<file path="src/rtl/pipe_ctrl_seq_if.sv">
// Stall/flush controller bus: stage stall requests and exception inputs in,
// stall vector, flush/redirect and debug counters out.
interface pipe_ctrl_seq_if #(
  parameter int unsigned NSTAGES = 6,
  parameter int unsigned CNT_W   = 32
) ();
  logic [NSTAGES-2:0] stallreq_i;
  logic [31:0]        excepttype_i;
  logic [31:0]        cp0_epc_i;
  logic [31:0]        ebase_i;
  logic [NSTAGES-1:0] stall_o;
  logic               flush_o;
  logic [31:0]        new_pc_o;
  logic               stall_timeout_o;
  logic [CNT_W-1:0]   stall_cycles_o;

  modport master (
    output stallreq_i, excepttype_i, cp0_epc_i, ebase_i,
    input  stall_o, flush_o, new_pc_o, stall_timeout_o, stall_cycles_o
  );

  modport slave (
    input  stallreq_i, excepttype_i, cp0_epc_i, ebase_i,
    output stall_o, flush_o, new_pc_o, stall_timeout_o, stall_cycles_o
  );
endinterface

</file>
<file path="src/rtl/pipe_ctrl_seq.sv">
// Pipeline stall/flush controller: priority stall vector, exception flush
// sequencer with redirect PC, stall watchdog and saturating stall-cycle counter.
module pipe_ctrl_seq #(
  parameter int unsigned NSTAGES    = 6,
  parameter int unsigned FLUSH_CYC  = 1,
  parameter logic [31:0] INT_OFF    = 32'h20,
  parameter logic [31:0] EXC_OFF    = 32'h40,
  parameter int unsigned WDOG_W     = 10,
  parameter int unsigned WDOG_LIMIT = 1000,
  parameter int unsigned CNT_W      = 32
) (
  input logic            clk,
  input logic            rst,
  pipe_ctrl_seq_if.slave bus
);

  typedef enum logic [0:0] {ST_IDLE, ST_FLUSH} state_t;

  localparam int unsigned     FC_W    = (FLUSH_CYC > 1) ? $clog2(FLUSH_CYC) : 1;
  localparam logic [FC_W-1:0] FC_INIT = FC_W'(FLUSH_CYC - 1);
  localparam logic [WDOG_W-1:0] WDOG_LIM_V = WDOG_W'(WDOG_LIMIT);

  state_t             r_state;
  logic [FC_W-1:0]    r_cnt;
  logic               r_flush;
  logic [31:0]        r_new_pc;
  logic [WDOG_W-1:0]  r_wdog;
  logic               r_timeout;
  logic [CNT_W-1:0]   r_stall_cycles;

  logic [NSTAGES-1:0] w_stall;
  logic               w_any;
  logic               w_stalling;
  logic               w_exc;
  logic [31:0]        w_exc_pc;
  logic [WDOG_W-1:0]  w_wdog_inc;

  assign w_exc = (bus.excepttype_i != '0);

  // Stall vector: bit k set when any request at stage k-1 or younger is
  // raised, which equals (1<<(j+2))-1 for the highest requesting stage j.
  always_comb begin
    w_stall = '0;
    w_any   = 1'b0;
    for (int unsigned i = 0; i < NSTAGES - 1; i++) begin
      w_any = w_any | bus.stallreq_i[NSTAGES-2-i];
      w_stall[NSTAGES-1-i] = w_any;
    end
    w_stall[0] = w_any;
    if (rst || w_exc || (r_state == ST_FLUSH)) begin
      w_stall = '0;
    end
  end

  assign w_stalling = (w_stall != '0);

  // Redirect target for the exception currently presented by MEM.
  always_comb begin
    w_exc_pc = bus.ebase_i + EXC_OFF;
    case (bus.excepttype_i)
      32'h1:                       w_exc_pc = bus.ebase_i + INT_OFF;
      32'h8, 32'ha, 32'hc, 32'hd:  w_exc_pc = bus.ebase_i + EXC_OFF;
      32'he:                       w_exc_pc = bus.cp0_epc_i;
      default:                     w_exc_pc = bus.ebase_i + EXC_OFF;
    endcase
  end

  // Flush sequencer: accept an exception only in IDLE, then hold flush for FLUSH_CYC cycles.
  always_ff @(posedge clk) begin
    if (rst) begin
      r_state  <= ST_IDLE;
      r_cnt    <= '0;
      r_flush  <= 1'b0;
      r_new_pc <= '0;
    end else begin
      case (r_state)
        ST_IDLE: begin
          if (w_exc) begin
            r_state  <= ST_FLUSH;
            r_flush  <= 1'b1;
            r_new_pc <= w_exc_pc;
            r_cnt    <= FC_INIT;
          end
        end
        ST_FLUSH: begin
          if (r_cnt == '0) begin
            r_state  <= ST_IDLE;
            r_flush  <= 1'b0;
            r_new_pc <= '0;
          end else begin
            r_cnt <= r_cnt - 1'b1;
          end
        end
        default: begin
          r_state  <= ST_IDLE;
          r_flush  <= 1'b0;
          r_new_pc <= '0;
        end
      endcase
    end
  end

  assign w_wdog_inc = (r_wdog == '1) ? r_wdog : r_wdog + WDOG_W'(1);

  // Watchdog: counts consecutive stalled cycles, sticky timeout when the limit is reached.
  always_ff @(posedge clk) begin
    if (rst) begin
      r_wdog    <= '0;
      r_timeout <= 1'b0;
    end else if (!w_stalling || r_flush) begin
      r_wdog <= '0;
    end else begin
      r_wdog <= w_wdog_inc;
      if (w_wdog_inc == WDOG_LIM_V) begin
        r_timeout <= 1'b1;
      end
    end
  end

  // Saturating count of all stalled cycles, cleared only by reset.
  always_ff @(posedge clk) begin
    if (rst) begin
      r_stall_cycles <= '0;
    end else if (w_stalling && (r_stall_cycles != '1)) begin
      r_stall_cycles <= r_stall_cycles + CNT_W'(1);
    end
  end

  assign bus.stall_o         = w_stall;
  assign bus.flush_o         = r_flush;
  assign bus.new_pc_o        = r_new_pc;
  assign bus.stall_timeout_o = r_timeout;
  assign bus.stall_cycles_o  = r_stall_cycles;

endmodule
</file>
<file path="src/flat_wrapper.sv">
// flat-port wrapper written by rule: the top's interface ports become plain ports
module pipe_ctrl_seq_flat 
#(
  parameter int unsigned NSTAGES    = 6,
  parameter int unsigned FLUSH_CYC  = 1,
  parameter logic [31:0] INT_OFF    = 32'h20,
  parameter logic [31:0] EXC_OFF    = 32'h40,
  parameter int unsigned WDOG_W     = 10,
  parameter int unsigned WDOG_LIMIT = 1000,
  parameter int unsigned CNT_W      = 32
)
  (clk, rst, bus_stallreq_i, bus_excepttype_i, bus_cp0_epc_i, bus_ebase_i, bus_stall_o, bus_flush_o, bus_new_pc_o, bus_stall_timeout_o, bus_stall_cycles_o);
  pipe_ctrl_seq_if #(.NSTAGES(NSTAGES), .CNT_W(CNT_W)) bus_i ();
  input logic clk;
  input logic rst;
  input wire logic [$bits(bus_i.stallreq_i)-1:0] bus_stallreq_i;
  input wire logic [$bits(bus_i.excepttype_i)-1:0] bus_excepttype_i;
  input wire logic [$bits(bus_i.cp0_epc_i)-1:0] bus_cp0_epc_i;
  input wire logic [$bits(bus_i.ebase_i)-1:0] bus_ebase_i;
  output wire logic [$bits(bus_i.stall_o)-1:0] bus_stall_o;
  output wire logic [$bits(bus_i.flush_o)-1:0] bus_flush_o;
  output wire logic [$bits(bus_i.new_pc_o)-1:0] bus_new_pc_o;
  output wire logic [$bits(bus_i.stall_timeout_o)-1:0] bus_stall_timeout_o;
  output wire logic [$bits(bus_i.stall_cycles_o)-1:0] bus_stall_cycles_o;
  assign bus_i.stallreq_i = bus_stallreq_i;
  assign bus_i.excepttype_i = bus_excepttype_i;
  assign bus_i.cp0_epc_i = bus_cp0_epc_i;
  assign bus_i.ebase_i = bus_ebase_i;
  assign bus_stall_o = bus_i.stall_o;
  assign bus_flush_o = bus_i.flush_o;
  assign bus_new_pc_o = bus_i.new_pc_o;
  assign bus_stall_timeout_o = bus_i.stall_timeout_o;
  assign bus_stall_cycles_o = bus_i.stall_cycles_o;
  pipe_ctrl_seq #(.NSTAGES(NSTAGES), .FLUSH_CYC(FLUSH_CYC), .INT_OFF(INT_OFF), .EXC_OFF(EXC_OFF), .WDOG_W(WDOG_W), .WDOG_LIMIT(WDOG_LIMIT), .CNT_W(CNT_W)) u_core (.clk(clk), .rst(rst), .bus(bus_i));
endmodule
</file>
<file path="config.mk">
export PLATFORM = sky130hd
export DESIGN_NAME = pipe_ctrl_seq_flat
export DESIGN_NICKNAME = d
export VERILOG_FILES = /design/src/rtl/pipe_ctrl_seq_if.sv /design/src/rtl/pipe_ctrl_seq.sv /design/src/flat_wrapper.sv
export SDC_FILE = /design/constraint.sdc
export NUM_CORES = 1
export LEC_CHECK = 0
export BUFFER_PORTS_ARGS = -buffer_cell sky130_fd_sc_hd__buf_2
export CORE_MARGIN = 3
export CORE_UTILIZATION = 45
export DETAILED_ROUTE_END_ITERATION = 10
export GPL_TIMING_DRIVEN = 0
export PLACE_DENSITY = 0.82
export SYNTH_ARGS = -nofsm -noshare
export SYNTH_HDL_FRONTEND = slang
export SYNTH_SLANG_ARGS = --single-unit
</file>
<file path="constraint.sdc">
create_clock -name clk -period 2.05 [get_ports clk]
set_clock_uncertainty 0.1 [all_clocks]
set_input_delay 0.3075 -clock clk [delete_from_list [all_inputs] [get_ports clk]]
set_output_delay 0.3075 -clock clk [all_outputs]
set_load 0.005 [all_outputs]
</file>
==> impl_metrics.csv <==
group,metric,value,unit
drt,first_iter_violations,545,
sta,rsz0062_at_grt,"yes",
place,dp_cells,906,
sta,clock.fmax,438,MHz
synthesis,synth-async-reset-ratio,0,%
sta,maxSlewViolCount,0,
drt,wl_per_cell,19.6,um
worst_setup_path,start_kind,"flip-flop",
synthesis,netlist_instances,601,
synthesis,synth_top_family_by_area,"simple AND/OR/NAND/NOR gates",
synthesis,yosysSeqAreaShare,31.5,%
global_routing,grtUsageMet1,31.5,%
clock_network,htree_levels,3,
run_status,status,"finished with violations",
floorplan,ios,175,
worst_setup_path,crit_required,2190,ps
flow_run,max_cap_viol_count,0,
sta,hold_slack,101,ps
synthesis,synthTopCellsByArea,"dfxtp_1 (31%), nor2_1 (5.3%), xor2_1 (5.2%), xnor2_1 (5.0%), nand4_1 (3.6%)",
place,gp_congestion,0.965,
sta,timing.slew.headroom,53.5,%
drt,drc,0,
clock_network,clockRootBuffer,"clkbuf_8",
drt,detail-route-antenna-nets,0,
power_and_ir_drop,leakagePower,0.00316,uW
floorplan,die_x,110,um
sta,layout_setup_ws,-236,ps
drt,vias,6158,
global_routing,grt_pass1_vias,5523,
worst_setup_path,crit_path_end_kind,"flip-flop",
clock_network,cts_num_sinks,77,
global_routing,grt_overflow,0,
final_layout,diodes,0,
clock_network,insertion_delay,370,ps
drt,drt-vias-per-instance,6.21,
synthesis,synthMuxAreaShare,1.23,%
global_routing,grt_pass1_wl,26600,um
synthesis,synth-simple-area-share,33.4,%
synthesis,syn-num-nets,708,
sta,hold_viol_final,0,
synthesis,yosysTopAreaCellShare,31.5,%
clock_network,path_clk_slew,90,ps
synthesis,syn_area,4890,um2
floorplan,fp.coreArea,10500,um2
clock_network,hold_buffers,0,
power_and_ir_drop,ir_drop,0.392,mV
final_layout,drive_above_1_share,47.5,%
floorplan,start_util,46.8,%
global_routing,grt-busiest-layer,"met2",
final_layout,fillers,736,
run_status,failed_checks,"negative setup slack",
synthesis,synth_area_per_cell,8.14,um2
clock_network,cts_tree,"done",
final_layout,utilization,72.2,%
place,dpl.hpwl,12400,um
floorplan,std_cell_rows,37,
worst_setup_path,rrSetupSlack,-240,ps
global_routing,met3_usage,7.28,%
synthesis,synth.most_common_cell,"dfxtp_1",
final_layout,nets,958,
global_routing,antenna_found_initial,0,
worst_setup_path,crit_start,"u_core.bus.stall_cycles_o[30]$_SDFFE_PP0P_",
worst_setup_path,arrival,2430,ps
sta,min_period,2290,ps
sta,setup_viol,50,
worst_setup_path,reg2reg_from,"u_core.bus.stall_cycles_o[30]$_SDFFE_PP0P_",
synthesis,ys_ff_latch,77,
place,placement.io_buffers,169,
worst_setup_path,endpoint,"u_core.bus.stall_cycles_o[8]$_SDFFE_PP0P_",
global_routing,track_usage,27.9,%
synthesis,synth_cell_type_count,68,
sta,period_share,111,%
final_layout,area_growth_syn_to_layout,54.3,%
synthesis,yosysWarnings,0,
synthesis,synthAdderAreaFrac,1.02,%
clock_network,cts_inserted_buffers,9,
worst_hold_path,hold_path.class,"input pin to flip-flop",
synthesis,netlist_top_cells_count,"dfxtp_1 (77), nor2_1 (69), nand2_1 (46)",
worst_setup_path,r2r-end,"u_core.bus.stall_cycles_o[8]$_SDFFE_PP0P_",
final_layout,final_cells,992,
floorplan,die_area,12200,um2
worst_setup_path,r2r_cells,7,
synthesis,synth_compound_area_share,17.6,%
synthesis,synth_flop_cell,"dfxtp_1",
worst_setup_path,crit_path_max_fanout,10,
floorplan,die_h,110,um
global_routing,grt_use_met2,49.6,%
place,dp_slack,-836,ps
global_routing,grt_max_degree,14,
clock_network,cts.path.max_buffers,2,
synthesis,synth_top_area_cell,"dfxtp_1",
drt,wirelength,19500,um
sta,tightest_slew,691,ps
worst_setup_path,crit_type,"flip-flop to flip-flop",
synthesis,synth_edf_count,0,
synthesis,synth-xor-area-share,10.2,%
power_and_ir_drop,p_per_area,431,nW/um2
sta,fin_tns_setup,-3670,ps
drt,drtPass1Iterations,7,
[cell families (layout without fill, tap and decap cells)]
family	Yosys count	after routing
and+or+nand+nor	285	285
AOI/OAI and AO/OA	117	117
DFF	77	77
xor gates and xnor gates	57	57
buffers and inverters	55	310
muxes	6	6
adders and majority gates	4	4
[critical path, cell delays in order, from the launching register on]
cell and delay, ps:
dfxtp_2 350, nand3_2 100, or4_4 520, or4_4 490
buf_12 180, nand4_1 110, xor2_1 230, nor2_1 70
[worst min-delay path by stage]
| stage | start | to | slack [ps] | depth (start not counted) |
|---|---|---|---|---|
| finish | bus_cp0_epc_i[24] | u_core.bus.new_pc_o[24]$_SDFFE_PP0P_ | 100 | 3 |
| CTS | bus_cp0_epc_i[24] | u_core.bus.new_pc_o[24]$_SDFFE_PP0P_ | 100 | 3 |
| detailed placement | u_core.bus.new_pc_o[18]$_SDFFE_PP0P_ | u_core.bus.new_pc_o[18]$_SDFFE_PP0P_ | 340 | 2 |
| global route | bus_cp0_epc_i[16] | u_core.bus.new_pc_o[16]$_SDFFE_PP0P_ | 110 | 3 |
| global placement | u_core.bus.new_pc_o[18]$_SDFFE_PP0P_ | u_core.bus.new_pc_o[18]$_SDFFE_PP0P_ | 340 | 2 |
| floorplan | u_core.bus.new_pc_o[18]$_SDFFE_PP0P_ | u_core.bus.new_pc_o[18]$_SDFFE_PP0P_ | 340 | 2 |
[layer usage]
layer  part of all wire, %  wire length (um)  vias up
li1                      -                 -     2745
met1                    36              7100     2914
met2                    49              9630      418
met3                    10              1970       81
met4                   3.9               761        0
met5                     0                 0        -
[state kept, by name (all words and copies together), names as in the netlist]
| register | cells |
|---|---|
| u_core.r_state | 1 |
| u_core.bus.flush_o | 1 |
| u_core.bus.new_pc_o | 32 |
| u_core.bus.stall_timeout_o | 1 |
| u_core.r_wdog | 10 |
| u_core.bus.stall_cycles_o | 32 |
[per-stage QoR]
step | cell area, um2 | power, uW
final | 7550 | 3260
after global routing | 7550 | 3340
after CTS | 6890 | 3210
after detailed placement | 6090 | 1950
after global placement | 6090 | 1940
after floorplan | 5070 | 1740
[cell usage in the layout, fill, tap and decap left out, types with 4 or more instances in the layout]
cell type / instances
a31oi_1: 5
nand4_1: 28
xnor2_1: 27
nor3_1: 24
clkbuf_8: 10
buf_2: 157
dfxtp_4: 10
a221oi_2: 11
a211oi_1: 6
buf_12: 6
or4_4: 5
buf_6: 22
o21ai_1: 4
and3_1: 8
a21oi_1: 22
nand3_1: 19
buf_4: 62
o21ai_0: 17
mux2i_1: 6
o221ai_1: 5
inv_1: 15
nand3_2: 15
nor2_1: 65
nor3_4: 4
nor4_1: 4
a221o_1: 4
nor4_4: 12
o22ai_1: 9
dfxtp_1: 49
o31ai_1: 4
nand2_1: 41
or3_1: 4
nor4_2: 6
xor2_1: 29
buf_8: 7
clkbuf_1: 15
dfxtp_2: 18
[power breakdown]
part           switching, uW  internal [uW]
clock network            626            643
registers               21.3           1520
logic                    245            205
[final cells by class]
type / instances / area, um2 / area share [%]
clock inverters: 4 / 55.1 / 0.729
clock buffers: 12 / 156 / 2.07
repair buffers: 245 / 1630 / 21.6
well taps: 136 / 170 / 2.25
multi-input cells: 469 / 3630 / 48.0
plain buffers: 32 / 249 / 3.30
inverters: 17 / 63.8 / 0.845
flip-flops and latches: 77 / 1600 / 21.2
[timing repair]
action / in CTS / in global routing
setup endpoints to repair: 82 / 78
pin swaps: 34 / 54
buffers inserted: 40 / 36
resized for setup: 67 / 93
gates cloned: 1 / 1
Power figures use the tool's default switching activity.
